$ cat src/rtl/seq_pkg.sv
// Definitions shared by the program sequencer and the core control unit:
// sequencer states, the MOV_I opcode and the one-hot tick phases.
package seq_pkg;

    typedef enum logic [1:0] {
        IDLE = 2'd0,
        RUN  = 2'd1,
        HALT = 2'd2
    } seq_state_t;

    localparam logic [2:0] OPC_MOV_I   = 3'b111;
    localparam logic [3:0] TICK_FETCH  = 4'b0001;
    localparam logic [3:0] TICK_DECODE = 4'b0010;

endpackage

$ cat src/rtl/program_ram.sv
// DEPTH x 9 program store: one synchronous write port, one asynchronous read port.
// The array is deliberately not reset.
module program_ram #(
    parameter int DEPTH = 16,
    parameter int AW    = $clog2(DEPTH)
) (
    input  logic          clk,
    input  logic          we,
    input  logic [AW-1:0] waddr,
    input  logic [8:0]    wdata,
    input  logic [AW-1:0] raddr,
    output logic [8:0]    rdata
);

    logic [8:0] mem [DEPTH];

    always_ff @(posedge clk) begin
        if (we) begin
            mem[waddr] <= wdata;
        end
    end

    assign rdata = mem[raddr];

endmodule

$ cat src/rtl/program_sequencer.sv
// Replays a switch-loaded program onto the core's din input, stepping in lock-step
// with the core tick FSM: opcode word at FETCH, immediate word at DECODE for MOV_I.
module program_sequencer
    import seq_pkg::*;
#(
    parameter  int DEPTH = 16,
    localparam int AW    = $clog2(DEPTH)
) (
    input  logic          clk,
    input  logic          rst_n,
    input  logic [3:0]    tick,
    input  logic          load_strobe,
    input  logic [8:0]    load_data,
    input  logic          start,
    input  logic          clear,
    input  logic          loop,
    output logic [8:0]    din_out,
    output logic [AW-1:0] pc,
    output logic [AW:0]   len,
    output logic          full,
    output logic          running,
    output logic          done,
    output logic          trunc
);

    localparam logic [AW:0]   LEN_ONE  = (AW+1)'(1);
    localparam logic [AW:0]   LEN_FULL = (AW+1)'(DEPTH);
    localparam logic [AW-1:0] PC_ONE   = AW'(1);

    seq_state_t    state_q, state_d;
    logic [AW-1:0] pc_q, pc_d;
    logic [AW:0]   len_q, len_d;
    logic          trunc_q, trunc_d;
    logic [2:0]    opc_q, opc_d;
    logic          opc_vld_q, opc_vld_d;
    logic          we;
    logic          last;
    logic [8:0]    rdata;

    program_ram #(.DEPTH(DEPTH), .AW(AW)) u_ram (
        .clk   (clk),
        .we    (we),
        .waddr (len_q[AW-1:0]),
        .wdata (load_data),
        .raddr (pc_q),
        .rdata (rdata)
    );

    assign last = ({1'b0, pc_q} + LEN_ONE) == len_q;

    always_comb begin
        state_d   = state_q;
        pc_d      = pc_q;
        len_d     = len_q;
        trunc_d   = trunc_q;
        opc_d     = opc_q;
        opc_vld_d = opc_vld_q;
        we        = 1'b0;
        case (state_q)
            IDLE: begin
                if (start && (len_q != '0)) begin
                    state_d   = RUN;
                    pc_d      = '0;
                    trunc_d   = 1'b0;
                    opc_vld_d = 1'b0;
                end else if (clear) begin
                    len_d = '0;
                end else if (load_strobe && !full) begin
                    we    = 1'b1;
                    len_d = len_q + LEN_ONE;
                end
            end
            RUN: begin
                // A restart wins over any tick in the same cycle.
                if (start) begin
                    pc_d      = '0;
                    trunc_d   = 1'b0;
                    opc_vld_d = 1'b0;
                end else if (tick == TICK_FETCH) begin
                    opc_d     = rdata[8:6];
                    opc_vld_d = 1'b1;
                    if (!last) begin
                        pc_d = pc_q + PC_ONE;
                    end else if (loop) begin
                        pc_d = '0;
                    end else begin
                        state_d = HALT;
                        trunc_d = (rdata[8:6] == OPC_MOV_I);
                    end
                end else if ((tick == TICK_DECODE) && opc_vld_q && (opc_q == OPC_MOV_I)) begin
                    opc_vld_d = 1'b0;
                    if (!last) begin
                        pc_d = pc_q + PC_ONE;
                    end else if (loop) begin
                        pc_d = '0;
                    end else begin
                        state_d = HALT;
                    end
                end
            end
            HALT: begin
                if (start) begin
                    state_d   = RUN;
                    pc_d      = '0;
                    trunc_d   = 1'b0;
                    opc_vld_d = 1'b0;
                end else if (clear) begin
                    state_d = IDLE;
                    len_d   = '0;
                end
            end
            default: state_d = IDLE;
        endcase
    end

    always_ff @(posedge clk or negedge rst_n) begin
        if (!rst_n) begin
            state_q   <= IDLE;
            pc_q      <= '0;
            len_q     <= '0;
            trunc_q   <= 1'b0;
            opc_q     <= '0;
            opc_vld_q <= 1'b0;
        end else begin
            state_q   <= state_d;
            pc_q      <= pc_d;
            len_q     <= len_d;
            trunc_q   <= trunc_d;
            opc_q     <= opc_d;
            opc_vld_q <= opc_vld_d;
        end
    end

    assign din_out = (state_q == RUN) ? rdata : 9'h000;
    assign pc      = pc_q;
    assign len     = len_q;
    assign full    = (len_q == LEN_FULL);
    assign running = (state_q == RUN);
    assign done    = (state_q == HALT);
    assign trunc   = trunc_q;

endmodule

$ cat config.mk
export PLATFORM = sky130hd
export DESIGN_NAME = program_sequencer
export DESIGN_NICKNAME = d
export VERILOG_FILES = /design/src/rtl/seq_pkg.sv /design/src/rtl/program_ram.sv /design/src/rtl/program_sequencer.sv
export SDC_FILE = /design/constraint.sdc
export NUM_CORES = 1
export LEC_CHECK = 0
export CAP_MARGIN = 5
export CELL_PAD_IN_SITES_DETAIL_PLACEMENT = 0
export CELL_PAD_IN_SITES_GLOBAL_PLACEMENT = 1
export CORE_MARGIN = 1.5
export CORE_UTILIZATION = 51
export CTS_CLUSTER_DIAMETER = 200
export DETAILED_ROUTE_END_ITERATION = 10
export MAX_ROUTING_LAYER = met4
export PLACE_DENSITY = 0.76
export REMOVE_ABC_BUFFERS = 1
export SYNTH_ARGS = -nofsm -noshare
export SYNTH_HDL_FRONTEND = slang
export SYNTH_HIERARCHICAL = 1
export SYNTH_SLANG_ARGS = --single-unit
$ cat constraint.sdc
create_clock -name clk -period 4.2 [get_ports clk]
set_input_delay 1.26 -clock clk [delete_from_list [all_inputs] [get_ports clk]]
set_output_delay 1.26 -clock clk [all_outputs]
set_load 0.02 [all_outputs]
# --- Yosys cells after proc, flatten, opt, wreduce, memory -nomap -nowiden ---
# Memory sizes are Yosys's and may differ from the RTL's.
# Cells that the tools add are included.
classes:
  reduce_logical: 14
  n_addsub: 3
  bitwise_logic: 1
  mux: 41
  eq_ne: 21
ops:
  columns: ["operator", "n"]
  rows:
  - ["$mux 4", 7]
  - ["$mux 5", 5]
  - ["$mux 2", 8]
  - ["$mux 1", 15]
  - ["$ne 2x2->1 const B", 6]
  - ["$pmux 4 s3", 1]
  - ["$pmux 5 s2", 1]
  - ["$mux 9", 1]
  - ["$ne 3x3->1 const B", 3]
  - ["$reduce_and 4->1", 2]
  - ["$eq 3x3->1 const B", 2]
  - ["$ne 3x2->1 const B", 2]
  - ["$pmux 1 s3", 2]
  - ["$pmux 2 s3", 1]
  - ["$reduce_and 6->1", 1]
  - ["$add 4x1->5 const B", 1]
  - ["$add 5x1->5 const B", 1]
  - ["$eq 5x5->1", 1]
  - ["$eq 5x5->1 const B", 1]
  - ["$reduce_and 5->1", 1]
  - ["$reduce_bool 5->1", 1]
  - ["$add 4x1->4 const B", 1]
  - ["$eq 4x1->1 const B", 1]
  - ["$eq 4x2->1 const B", 1]
  - ["other kinds (11)", 14]
totals:
  out_inout_bits: 22
  ff_bits: 16
  word_cells: 87
  mem_count: 1
  ram_bits: 144
  input_bits: 19
memory_table:
  columns: ["memory", "depth", "word_bits", "read_ports", "rd_ports_with_merged_regs", "write_ports", "line_no", "rtl"]
  rows:
  - ["u_ram.mem", 16, 9, 1, 0, 1, "program_ram.sv:15", "logic [8:0] mem [DEPTH];"]

# --- Logic depth before layout (Yosys ltp) ---
depth:
  depth_word: 9
  ltp_mapped: 8
  depth_no_buf: 7

# --- Hierarchy ---
# The synthesis kept the hierarchy.
modules_own_cells:
  columns: ["module", "cells_each", "n_inst", "area_per_inst_um2", "seq_area_each_um2"]
  rows:
  - ["program_ram", 245, 1, 5600.4, 4324.1]
  - ["program_sequencer", 125, 1, 1154.9, 400.4]

# --- Least setup slack after synthesis ---
# No wires, ideal clock.
synth_timing:
  path_kind: "input port to flip-flop"
  start: "input port load_strobe"
  end: "memory u_ram.mem[0][0], enable pin"
  path_buffers: 0
  path_slack_ps: 189
  t_arrival_ps: 3624
  path_stages: 4
  setup_ps: 387
  required_ps: 3813
  path_cell_list: "o311ai_0 > a2111oi_0 > or3b_2 > nor3_1"
synth_via:
  elab_chain_cells: 7
synth_lines:
  columns: ["item", "line_no", "rtl"]
  rows:
  - ["from (decl)", "program_sequencer.sv:12", "input logic load_strobe,"]
  - ["$logic_and 1x1->1", "program_sequencer.sv:68", "end else if (load_strobe && !full) begin"]
  - ["$mux 1", "program_sequencer.sv:68", null]
  - ["$mux 1", "program_sequencer.sv:66", "end else if (clear) begin"]
  - ["$mux 1", "program_sequencer.sv:61", "if (start && (len_q != '0)) begin"]
  - ["$mux 1", "program_sequencer.sv:59", "case (state_q)"]
  - ["via we", "program_sequencer.sv:36", "logic we;"]
  - ["$mux 1", "program_ram.sv:18", "if (we) begin"]
  - ["$mux 1 (not written as such)", "program_ram.sv:19", "mem[waddr] <= wdata;"]
  - ["to (decl)", "program_ram.sv:15", null]
# The timed path passes the listed nets, and every way through them passes these cells.

# --- Worst setup path in the final report ---
layout_timing:
  start: "register pc_q[0], in the netlist pc[0]"
  end: "output port din_out[6]"
layout_via:
  elab_chain_cells: 2
layout_lines:
  columns: ["item", "line_no", "rtl"]
  rows:
  - ["from (decl)", "program_sequencer.sv:31", "logic [AW-1:0] pc_q, pc_d;"]
  - ["from (signal assigned)", "program_sequencer.sv:126", "pc_q <= pc_d;"]
  - ["$mem_v2 16x9", null, null]
  - ["via rdata[6]", "program_sequencer.sv:38", "logic [8:0] rdata;"]
  - ["$mux 9", "program_sequencer.sv:134", "assign din_out = (state_q == RUN) ? rdata : 9'h000;"]
  - ["to (decl)", "program_sequencer.sv:17", "output logic [8:0] din_out,"]
# The timed path passes the listed nets, and every way through them passes these cells.

==> metrics.md <==
| Metric | Value |
|---|---|
| WS Path Type | reg -> out |
| CP required | 2.94 ns |
| Max stage delay on crit path | 0.57 ns |
| Total gr overflow | 0 |
| Core Box Area | 12800 µm² |
| Clock sink count | 160 |
| Reg2Reg Depth | 8 |
| Clock tree buffer depth | 2 |
| First-pass DRT Iterations | 4 |
| Commonest cells after routing, fill and taps aside | edfxtp_1, clkdlybuf4s50_1, buf_4, mux4_2 |
| Final net count | 467 |
| WHS Endpoint | opc_vld_q$_DFFE_PN0P_ |
| DRC Markers | 0 |
| Cells after Synth | 370 |
| Yosys Warn Count | 6 |
| Area leader, netlist | edfxtp_1 |
| Most used DFF post-synth | edfxtp_1 |
| Share of cells above drive strength 1 | 0.207 |
| I/O pins | 41 |
| RSZ-0062 raised after global routing | false |
| Routed WL | between 10000 and 15000 µm |
| Synth Area in Compound Gates | 0.0563 |
| Maximum Capacitance Violations | 0 |
| Synth cell types | 60 |
| Full die area | about 14000 µm² |
| Clock Skew | 0.0115 ns |
| Cts hold-fix bufs | 0 |
| Mean Syn Cell Area | 18.3 µm² |
| IO buf count | 40 |
| CP cell instances | buf_4 -> mux4_1 -> a22oi_1 -> nand2_1 -> and2_1 -> clkdlybuf4s50_1 |
| Slew headroom | 0.489 |
| H-tree depth | 4 |
| Iter 0 DRT Violations | 323 |
| Initial Util | 0.529 |
| Overall Power | 5.10 mW |
| Final period utilization | 0.975 |
| Vias in the first global route | 3755 |
| Status | complete, no violations |
| Async SR Flop Fraction | 0.100 |
| Lkg Pwr | about 2.7 nW |
| Die width | ~120 µm |
| Critical Path AT | 2.84 ns |
| Critical-path top delay cell | mux4_1 |
| Final critical-path required period | 4.10 ns |
| Register area share after synthesis | 0.699 |
| CP max FO | 8 |
| Hold Vio Cnt, Final | 0 |
| Setup-failing EPs final | 0 |
| HP Start | opc_vld_q$_DFFE_PN0P_ |
| Largest net degree at the start of global routing | a little over 40 |
| Dpl hpwl | around 8500 µm |
| Root Buffer Master | clkbuf_16 |
| Layout Area Growth over Synthesis | 20.2% |
| Synth Area in Adders | 0.00556 |
| CTS buffer count | 17 |
| Crit start category | flop |
| Setup TNS | 0 ns |
| FF-to-FF setup slack | 1.03 ns |
| Worst R2R Start | len[1]$_DFFE_PN0P_ |
| Post-Syn Area | 6760 µm² |
| Area contributors post-synth | edfxtp_1, mux4_2, dfrtp_1 |
| Fmax | 244 MHz |
| Peak VDD IR | about 500 µV |
| Hold Path Depth | 2 |
| Leading cell type in the layout, fill and taps excluded | edfxtp_1 |
| Power density cells | around 630 nW/µm² |
| First-pass GRT wire length | 21300 µm |
| # rows | 41 |
| Drt wl/cell | 21.9 µm |
| Final slew viol count | 0 |
| Worst-path clk slew | 0.06 ns |
| Yosys top cell area share | 0.640 |
| Seq cells post-synth | 160 |
| DR vias/cell | 5.78 |
| TritonCTS clock tree | built |
| Tot GR Track Use | 0.215 |
| EDFF count, synth | 144 |
| Min-Delay Path Class | reg -> reg |
| Main combinational cell family by area after synthesis | multiplexers |
| Simple-gate area share of the yosys netlist | 0.0761 |
| Mux share of post-synthesis cell area | 0.135 |
| Vias | 3643 |
| ANT nets after route | 0 |
| CP endpoint kind | output port |
| Diode count | 0 |
| Worst R2R End | u_ram/mem[0][8]$_DFFE_PP_ |
| DIE HEIGHT | 118 µm |
| Fin Hold WS | roughly 0.48 ns |
| Gp weighted congestion | roughly 0.80 |
| Xor/xnor share of the synthesized area | 0.00519 |
| Initial antenna violation count | 1 |
| Clk_lat worst skew | around 0.42 ns |
| Worst-Margin Slew | 0.764 ns |
==> synthesized netlist by cell type, types with 2 or more instances <==
| cell | n |
|---|---|
| nand3_1 | 9 |
| nor2b_1 | 3 |
| and2_1 | 12 |
| nor2_1 | 19 |
| nand2b_1 | 4 |
| mux2_2 | 4 |
| and4_1 | 2 |
| a21oi_1 | 2 |
| a22o_1 | 2 |
| ha_1 | 3 |
| or4b_2 | 2 |
| xor2_1 | 2 |
| clkbuf_1 | 3 |
| o211ai_1 | 2 |
| mux4_2 | 21 |
| nand2_1 | 18 |
| buf_2 | 2 |
| nand4_1 | 3 |
| inv_1 | 7 |
| mux4_1 | 15 |
| or3_1 | 2 |
| nor3_1 | 9 |
| buf_6 | 4 |
| o31ai_1 | 2 |
| dfrtp_1 | 16 |
| xnor2_1 | 2 |
| nand3b_1 | 2 |
| a22oi_1 | 19 |
| o21ai_0 | 5 |
| edfxtp_1 | 144 |
==> final cells by class <==
| type | count | area, µm² |
|---|---|---|
| Sequential cell | 160 | 4730 |
| Fill cell | 894 | 4650 |
| Multi-Input combinational cell | 189 | 1880 |
| Timing Repair Buffer | 70 | 681 |
| Clock buffer | 18 | 429 |
| Tap cell | 172 | 215 |
| Clock inverter | 14 | 164 |
| Inverter | 7 | 26.3 |
==> worst max-delay path, delay by kind of cell (launching register included) <==
family | cells | cell delay, ns
compound gates | 1 | 0.27
buf+inv | 2 | 0.76
flops | 1 | 0.50
mux | 1 | 0.57
simple gates | 2 | 0.32
==> sequential cells by signal (all words and copies together), names as in the netlist <==
register and cells:
opc_vld_q 1, trunc 1, pc 4, u_ram/mem 144
len 5, opc_q 3, state_q 2
==> routing by layer <==
metal / part of all wire / wire length, µm / GRT usage / up-vias
met4: 0.016 / 218 / 0.0869 / 0
met1: 0.41 / 5680 / 0.280 / 1824
met5: 0 / 0 / - / -
met2: 0.51 / 6970 / 0.340 / 128
li1: - / - / - / 1674
met3: 0.066 / 906 / 0.0388 / 17
==> how the worst max path moves through the flow <==
| stage | end | start | cells past startpoint | slack, ns |
|---|---|---|---|---|
| 2_1_floorplan | u_ram/mem[0][0]$_DFFE_PP_ | load_strobe | 4 | 0.19 |
| 5_1_grt | din_out[6] | pc[0]$_DFFE_PN0P_ | 6 | 0.006 |
| 3_3_place_gp | u_ram/mem[0][1]$_DFFE_PP_ | load_strobe | 7 | 0.43 |
| 3_5_place_dp | u_ram/mem[0][4]$_DFFE_PP_ | load_strobe | 7 | 0.43 |
| 6_report | din_out[6] | pc[0]$_DFFE_PN0P_ | 6 | 0.10 |
| 4_1_cts | din_out[0] | pc[0]$_DFFE_PN0P_ | 6 | 0.04 |
==> power breakdown <==
part | internal (mW) | total (mW) | switching, mW
Sequential | 1.78 | 1.87 | 0.0815
Clock | 0.931 | 1.54 | 0.610
Combinational | 0.859 | 1.70 | 0.837
==> through the flow <==
stage	area, µm²	utilization	std cells	setup slack, ns
4_1_cts	8060	0.631	626	0.0358
2_1_floorplan	6630	-	356	0.189
3_5_place_dp	7470	0.585	594	0.432
3_3_place_gp	7470	0.585	594	0.432
6_report	8120	0.636	630	0.104
5_1_grt	8120	0.636	630	0.00560
==> cells by family after synthesis <==
logic type      after synthesis
buf+inv                      21
flops                       160
mux                          40
xor+xnor                      4
simple gates                 95
compound gates               47
fa+ha+maj                     3
==> repair_timing <==
item,4_1_cts,5_1_grt
setup endpoints to repair,0,3
setup buffers,0,3
resized for setup,0,0
hold endpoints to repair,0,0
No activity file was read; power rests on OpenSTA's default activity.
